### config.mk
export PLATFORM = sky130hd
export DESIGN_NAME = regfile_wb_arbiter
export DESIGN_NICKNAME = d
export VERILOG_FILES = /design/src/rtl/regfile_wb_arbiter.sv
export SDC_FILE = /design/constraint.sdc
export NUM_CORES = 1
export LEC_CHECK = 0
export ABC_CLOCK_PERIOD_IN_PS = 3300
export CAP_MARGIN = 20
export CORE_MARGIN = 1
export CORE_UTILIZATION = 38
export DETAILED_ROUTE_END_ITERATION = 8
export GPL_TIMING_DRIVEN = 0
export MAX_ROUTING_LAYER = met4
export PLACE_DENSITY_LB_ADDON = 0.05
export SETUP_SLACK_MARGIN = 0.3
export SYNTH_ARGS = -nofsm -noshare
export SYNTH_HDL_FRONTEND = slang
export SYNTH_SLANG_ARGS = --single-unit
### constraint.sdc
create_clock -name clk -period 3.3 [get_ports clk]
set_input_delay 0.66 -clock clk [delete_from_list [all_inputs] [get_ports clk]]
set_output_delay 0.66 -clock clk [all_outputs]
set_load 0.02 [all_outputs]
### src/rtl/regfile_wb_arbiter.sv
// regfile_wb_arbiter: arbitrates the register-file write port between pipeline writeback (A)
// and a long-latency unit (B), with a pending-write scoreboard and starvation-driven pipeline hold.
module regfile_wb_arbiter #(
    parameter int DATA_W       = 32,
    parameter int NREG         = 32,
    parameter int STARVE_LIMIT = 4,
    parameter int CNT_W        = 4
) (
    input  logic              clk,
    input  logic              reset,
    input  logic              a_valid,
    input  logic [4:0]        a_rd,
    input  logic [DATA_W-1:0] a_data,
    input  logic              b_valid,
    input  logic [4:0]        b_rd,
    input  logic [DATA_W-1:0] b_data,
    output logic              b_ready,
    input  logic              issue_long,
    input  logic [4:0]        issue_rd,
    input  logic [4:0]        chk_rs1,
    input  logic [4:0]        chk_rs2,
    input  logic [4:0]        chk_rd,
    output logic              hazard,
    output logic              pipe_hold,
    output logic [NREG-1:0]   busy_mask,
    output logic              RegWrite,
    output logic [4:0]        WriteRegAddr,
    output logic [DATA_W-1:0] WriteData
);
    logic              a_use, b_xfer, b_write;
    logic [NREG-1:0]   busy_q, busy_d;
    logic [CNT_W-1:0]  wait_q, wait_d;
    logic              pipe_hold_q;

    assign a_use   = a_valid && a_rd != '0;
    assign b_ready = !a_use;
    assign b_xfer  = b_valid && b_ready;
    assign b_write = b_xfer && b_rd != '0;

    assign RegWrite     = a_use || b_write;
    assign WriteRegAddr = a_use ? a_rd : b_write ? b_rd : '0;
    assign WriteData    = a_use ? a_data : b_write ? b_data : '0;

    // A set after the clear lets a freshly issued op on the same register stay outstanding.
    always_comb begin
        busy_d = busy_q;
        if (b_xfer) busy_d[b_rd] = 1'b0;
        if (issue_long && issue_rd != '0) busy_d[issue_rd] = 1'b1;
        busy_d[0] = 1'b0;
    end

    assign wait_d = (!b_valid || b_xfer) ? '0 :
                    (wait_q == CNT_W'(STARVE_LIMIT)) ? wait_q : wait_q + 1'b1;

    always_ff @(posedge clk) begin
        if (reset) begin
            busy_q      <= '0;
            wait_q      <= '0;
            pipe_hold_q <= 1'b0;
        end else begin
            busy_q      <= busy_d;
            wait_q      <= wait_d;
            pipe_hold_q <= wait_d == CNT_W'(STARVE_LIMIT);
        end
    end

    assign hazard    = !reset && (busy_q[chk_rs1] || busy_q[chk_rs2] || busy_q[chk_rd]);
    assign pipe_hold = pipe_hold_q;
    assign busy_mask = busy_q;
endmodule

### Yosys cells after proc, flatten, opt, wreduce, memory -nomap -nowiden

Index checks and enable logic that the tools add are counted.

| word-level totals | value |
|---|---|
| register bits after elaboration | 37 |
| input bits | 99 |

| operators by class | value |
|---|---|
| add/subtract/negate cells | 1 |
| equal/unequal tests | 2 |
| magnitude comparators | 7 |
| multiplexer cells | 18 |
| reductions and logical operators | 17 |
| bitwise logic cells | 3 |

Operators by type and width:

| kind | count |
|---|---|
| $mux 32 | 4 |
| $and 32x32->32 | 1 |
| $not 32->32 | 1 |
| $or 32x32->32 | 1 |
| $lt 5x6->1 const B | 5 |
| $bmux 1 s5 | 3 |
| $reduce_bool 5->1 | 3 |
| $demux 1 s5 | 2 |
| $ge 5x1->1 const B | 2 |
| $mux 5 | 2 |
| $eq 4x3->1 const B | 2 |
| $mux 4 | 2 |
| $logic_and 1x1->1 | 7 |
| $mux 1 | 5 |
| $add 4x1->4 const B | 1 |
| $logic_or 1x1->1 | 4 |
| $logic_not 1->1 | 3 |

### Logic depth before layout (Yosys ltp)

| logic depth | value |
|---|---|
| depth after elaboration | 9 |
| gate-level depth with buffers | 9 |
| gate-level depth less buffers | 6 |

### Least setup slack after synthesis

Ideal clock, no wire load.

| timing | value |
|---|---|
| kind | input -> output |
| start point | input port chk_rs2[1] |
| end point | output port hazard |
| buffers on the path | 1 |
| arrival time | 2352 ps |
| stages on the path | 5 |
| setup slack | 288 ps |
| cells stage by stage | clkbuf_1 > mux4_2 > o2111a_1 > a2111oi_0 > a41oi_1 |

| between the ends | value |
|---|---|
| longest elaborated chain between the ends | 5 |

RTL lines:

| what | line | text |
|---|---|---|
| start: declaration | 21 | `input logic [4:0] chk_rs2,` |
| $bmux 1 s5 | 67 | `assign hazard = !reset && (busy_q[chk_rs1] \|\| busy_q[chk_rs2] \|\| busy_q[chk_rd]);` |
| $mux 1 (not written as such) | 67 |  |
| $logic_or 1x1->1 (2 in a row) | 67 |  |
| $logic_and 1x1->1 | 67 |  |
| end: declaration | 23 | `output logic hazard,` |

No other way between the ends. The select of a mux whose other input is x is not followed.

### Worst setup path in the final report

| timing | value |
|---|---|
| start point | input port a_rd[0] |
| end point | output port WriteData[5] |

| between the ends | value |
|---|---|
| longest elaborated chain between the ends | 7 |

RTL lines:

| what | line | text |
|---|---|---|
| start: declaration | 12 | `input logic [4:0] a_rd,` |
| $reduce_bool 5->1 (*) | 35 | `assign a_use = a_valid && a_rd != '0;` |
| $logic_and 1x1->1 (*) | 35 |  |
| $logic_not 1->1 | 36 | `assign b_ready = !a_use;` |
| $logic_and 1x1->1 | 37 | `assign b_xfer = b_valid && b_ready;` |
| $logic_and 1x1->1 | 38 | `assign b_write = b_xfer && b_rd != '0;` |
| $mux 32 | 42 | `assign WriteData = a_use ? a_data : b_write ? b_data : '0;` |
| $mux 32 (*) | 42 |  |
| end: declaration | 28 | `output logic [DATA_W-1:0] WriteData` |

Every way passes the cells marked *; elsewhere a longest branch is shown, timed or not.

==> flow_metrics.tcl <==
set metrics [dict create \
    h-tree-depth 2 \
    grt_use_total_pct 31.75 \
    period_share_pct 99.74 \
    synth_top_area_share_pct 25.67 \
    tightest_slew_ps 736.7 \
    crit_fanout 5 \
    power_uw 1334 \
    slew_headroom_pct 50.43 \
    vias 3498 \
    portBuffers 161 \
    cts_root_buf "clkbuf_8" \
    worstPathRequired_ps 2640 \
    fin_cells 606 \
    p_switching_uw 392.6 \
    clkLatencyLatePin_ps 290 \
    synth-edff-count 0 \
    hold_viol_final 0 \
    clockBufferDepth 2 \
    clockPowerShare_pct 29.0 \
    intPower_uw 941.0 \
    ys_seq_area_share_pct 25.67 \
    powerDensity_nw_per_um2 268.0 \
    switching_share_pct 29.44 \
    syn_area_um2 2808 \
    synth_common_cells "nand2_1 (39), a22o_1 (37), dfxtp_1 (36)" \
    p_comb_share_pct 37.4 \
    power_frac_seq_pct 33.5 \
    yosys.cell_count.top_type "nand2_1" \
    first_global_vias 3537 \
    max_cap_violations 0 \
    status "finished clean" \
    ys.flop_type "dfxtp_1" \
    ctsHoldBuffers 0 \
    critPathMaxStageDelay_ps 510 \
    finalNetCount 610 \
    crit_type "primary input to output pin" \
    drc 0 \
    synth_nets 427 \
    die_y_um 87.96 \
    cts.sinks 36 \
    min_period_ps 3291 \
    ir_drop_mv 0.1414 \
    gp_congestion 0.9166 \
    fp-row-count 30 \
    cts_buffers 5 \
    ys_ff_latch 36 \
    seq_area_um2 720.7 \
    grt_pass1_wl_um 17880 \
    synth_area_leaders "dfxtp_1 (26%), mux4_2 (14%), a22o_1 (12%), a21oi_1 (5.9%), o21ai_0 (5.9%)" \
    hold_path.class "flop to flop" \
    start_util_pct 40.22 \
    overflow 0 \
    cp.arrival_ps 2630 \
    io-pin-count 172 \
    ys_async_sr_fraction_pct 0 \
    clock_skew_ps 0.1516 \
    finalSetupViolCount 0 \
    grt_max_degree 12 \
    multi_input_area_um2 1948 \
    path_cells "buf_8, or4_4, o21a_1, buf_6, clkinv_8, and2_4, buf_6, o41a_4, buf_12, buf_6, buf_16, a22o_1, buf_6" \
    core_um2 6982 \
    wirelength_um 11740 \
    first_iter_violations 284 \
    drive_above_1_share_pct 23.73 \
    syn_area_per_cell_um2 8.613 \
    firstDrtPassIters 4 \
    yosys_warnings 0 \
    critPathMostFrequentCell "buf_6" \
    syn_inst 326 \
    final_util_pct 71.27 \
    viasPerCell 5.772 \
    place_ws_ps -756.3 \
    placed_cells 583 \
    area_delta_synth_final_pct 77.23 \
    cts_tree "yes" \
    slowest_stage "or4_4" \
    worstSetupStartpointType "primary input" \
    synth_top_area_cell "dfxtp_1" \
    die_area_um2 7736 \
    ys_types 46 \
    fmax_mhz 303.8 \
    power_leakage_uw 0.001829 \
    diodes 0 \
    clk_pin_slew_ps 70 \
    chipWidth_um 87.96 \
    wl_per_cell_um 19.36 \
    grt_antenna_before_repair 0 \
    drt.antenna.violating_nets 0 \
    place_hpwl_um 8928 \
    critPathCaptureType "output pin" \
    worst_slack_ps 8.564 \
    finalMaxSlewViolations 0 \
    fillers 566 \
    whs_ps 539.3 \
    rsz0062_at_grt "true" \
]
critical path: cells and delay by family:
kind            cells  cell delay (ps)
simple gates        2              640
compound gates      3              530
buf+inv             8              810
sequential cells by signal, indices dropped and copies added, names as in the netlist:
| signal | cells |
|---|---|
| wait_q | 4 |
| pipe_hold | 1 |
| busy_mask | 31 |
per-stage QoR:
step	TNS [ps]	instance area [um^2]
after global placement	-25130	4541
after floorplan	0	2809
final	0	4976
after CTS	0	4830
after detailed placement	-25640	4541
after global routing	-39.38	4976
layout make-up:
| class | count | area share, % |
|---|---|---|
| clock inverters | 2 | 0.7040 |
| inverters | 7 | 0.7795 |
| clock buffers | 6 | 1.458 |
| well taps | 96 | 2.414 |
| flip-flops and latches | 36 | 14.48 |
| repair buffers | 176 | 37.01 |
| multi-input cells | 256 | 39.15 |
| plain buffers | 27 | 3.998 |
cells in the final DEF (no fill, tap or decap), drive strengths merged, types with 3 or more instances in the layout:
cell type      Yosys  layout
clkdlybuf4s50      0     112
buf               12      69
nand2             39      39
a22o              37      37
dfxtp             36      36
o21ai             33      33
a21oi             33      33
clkbuf            15      23
mux4              18      18
nor2              13      13
nor2b             12      12
nand2b             7       7
inv                6       6
nor3               5       5
nand4b             5       5
a2111oi            5       5
mux2i              4       4
mux2               4       4
nand3              4       4
nand4              4       4
nor3b              3       3
nand3b             3       3
a221oi             3       3
dlygate4sd2        0       3
and2               3       3
cells by family after synthesis:
family,after synthesis,share of synthesized area [%]
AO/OA/AOI/OAI,121,29.37
AND/OR/NAND/NOR,105,19.43
flip-flops,36,25.67
buffers and inverters,34,6.729
multiplexers,26,17.47
adder cells (fa/ha/maj),2,0.8911
other,1,0.1336
XOR/XNOR,1,0.3120
timing repair:
action / in CTS / in global routing
endpoints found under the setup margin: 40 / 39
cloned: 2 / 0
gates resized for setup: 261 / 47
pin swaps: 9 / 15
buffers inserted: 9 / 4
routing by layer:
| layer | routed length (um) | global-route usage (%) |
|---|---|---|
| met1 | 4073 | 32.54 |
| met2 | 6512 | 59.69 |
| met3 | 765 | 4.901 |
| met4 | 384 | 13.11 |
| met5 | 0 | - |
power groups by stage:
stage | Sequential, uW | Combinational, uW | Clock, uW
after floorplan | 460 | 197 | 0
after global placement | 457 | 438 | 0
after detailed placement | 457 | 440 | 0
after CTS | 447 | 471 | 384
after global routing | 448 | 528 | 399
final | 447 | 499 | 387
final timing paths:
check / from / to / cells past startpoint / slack [ps]
setup / recovery: a_rd[0] / WriteData[5] / 13 / 9
hold / removal: busy_mask[7] / busy_mask[7] / 2 / 540
setup reg to reg: wait_q[0] / pipe_hold / 5 / 1890
hold reg to reg: busy_mask[7] / busy_mask[7] / 2 / 540
(Power assumes the default switching activity.)
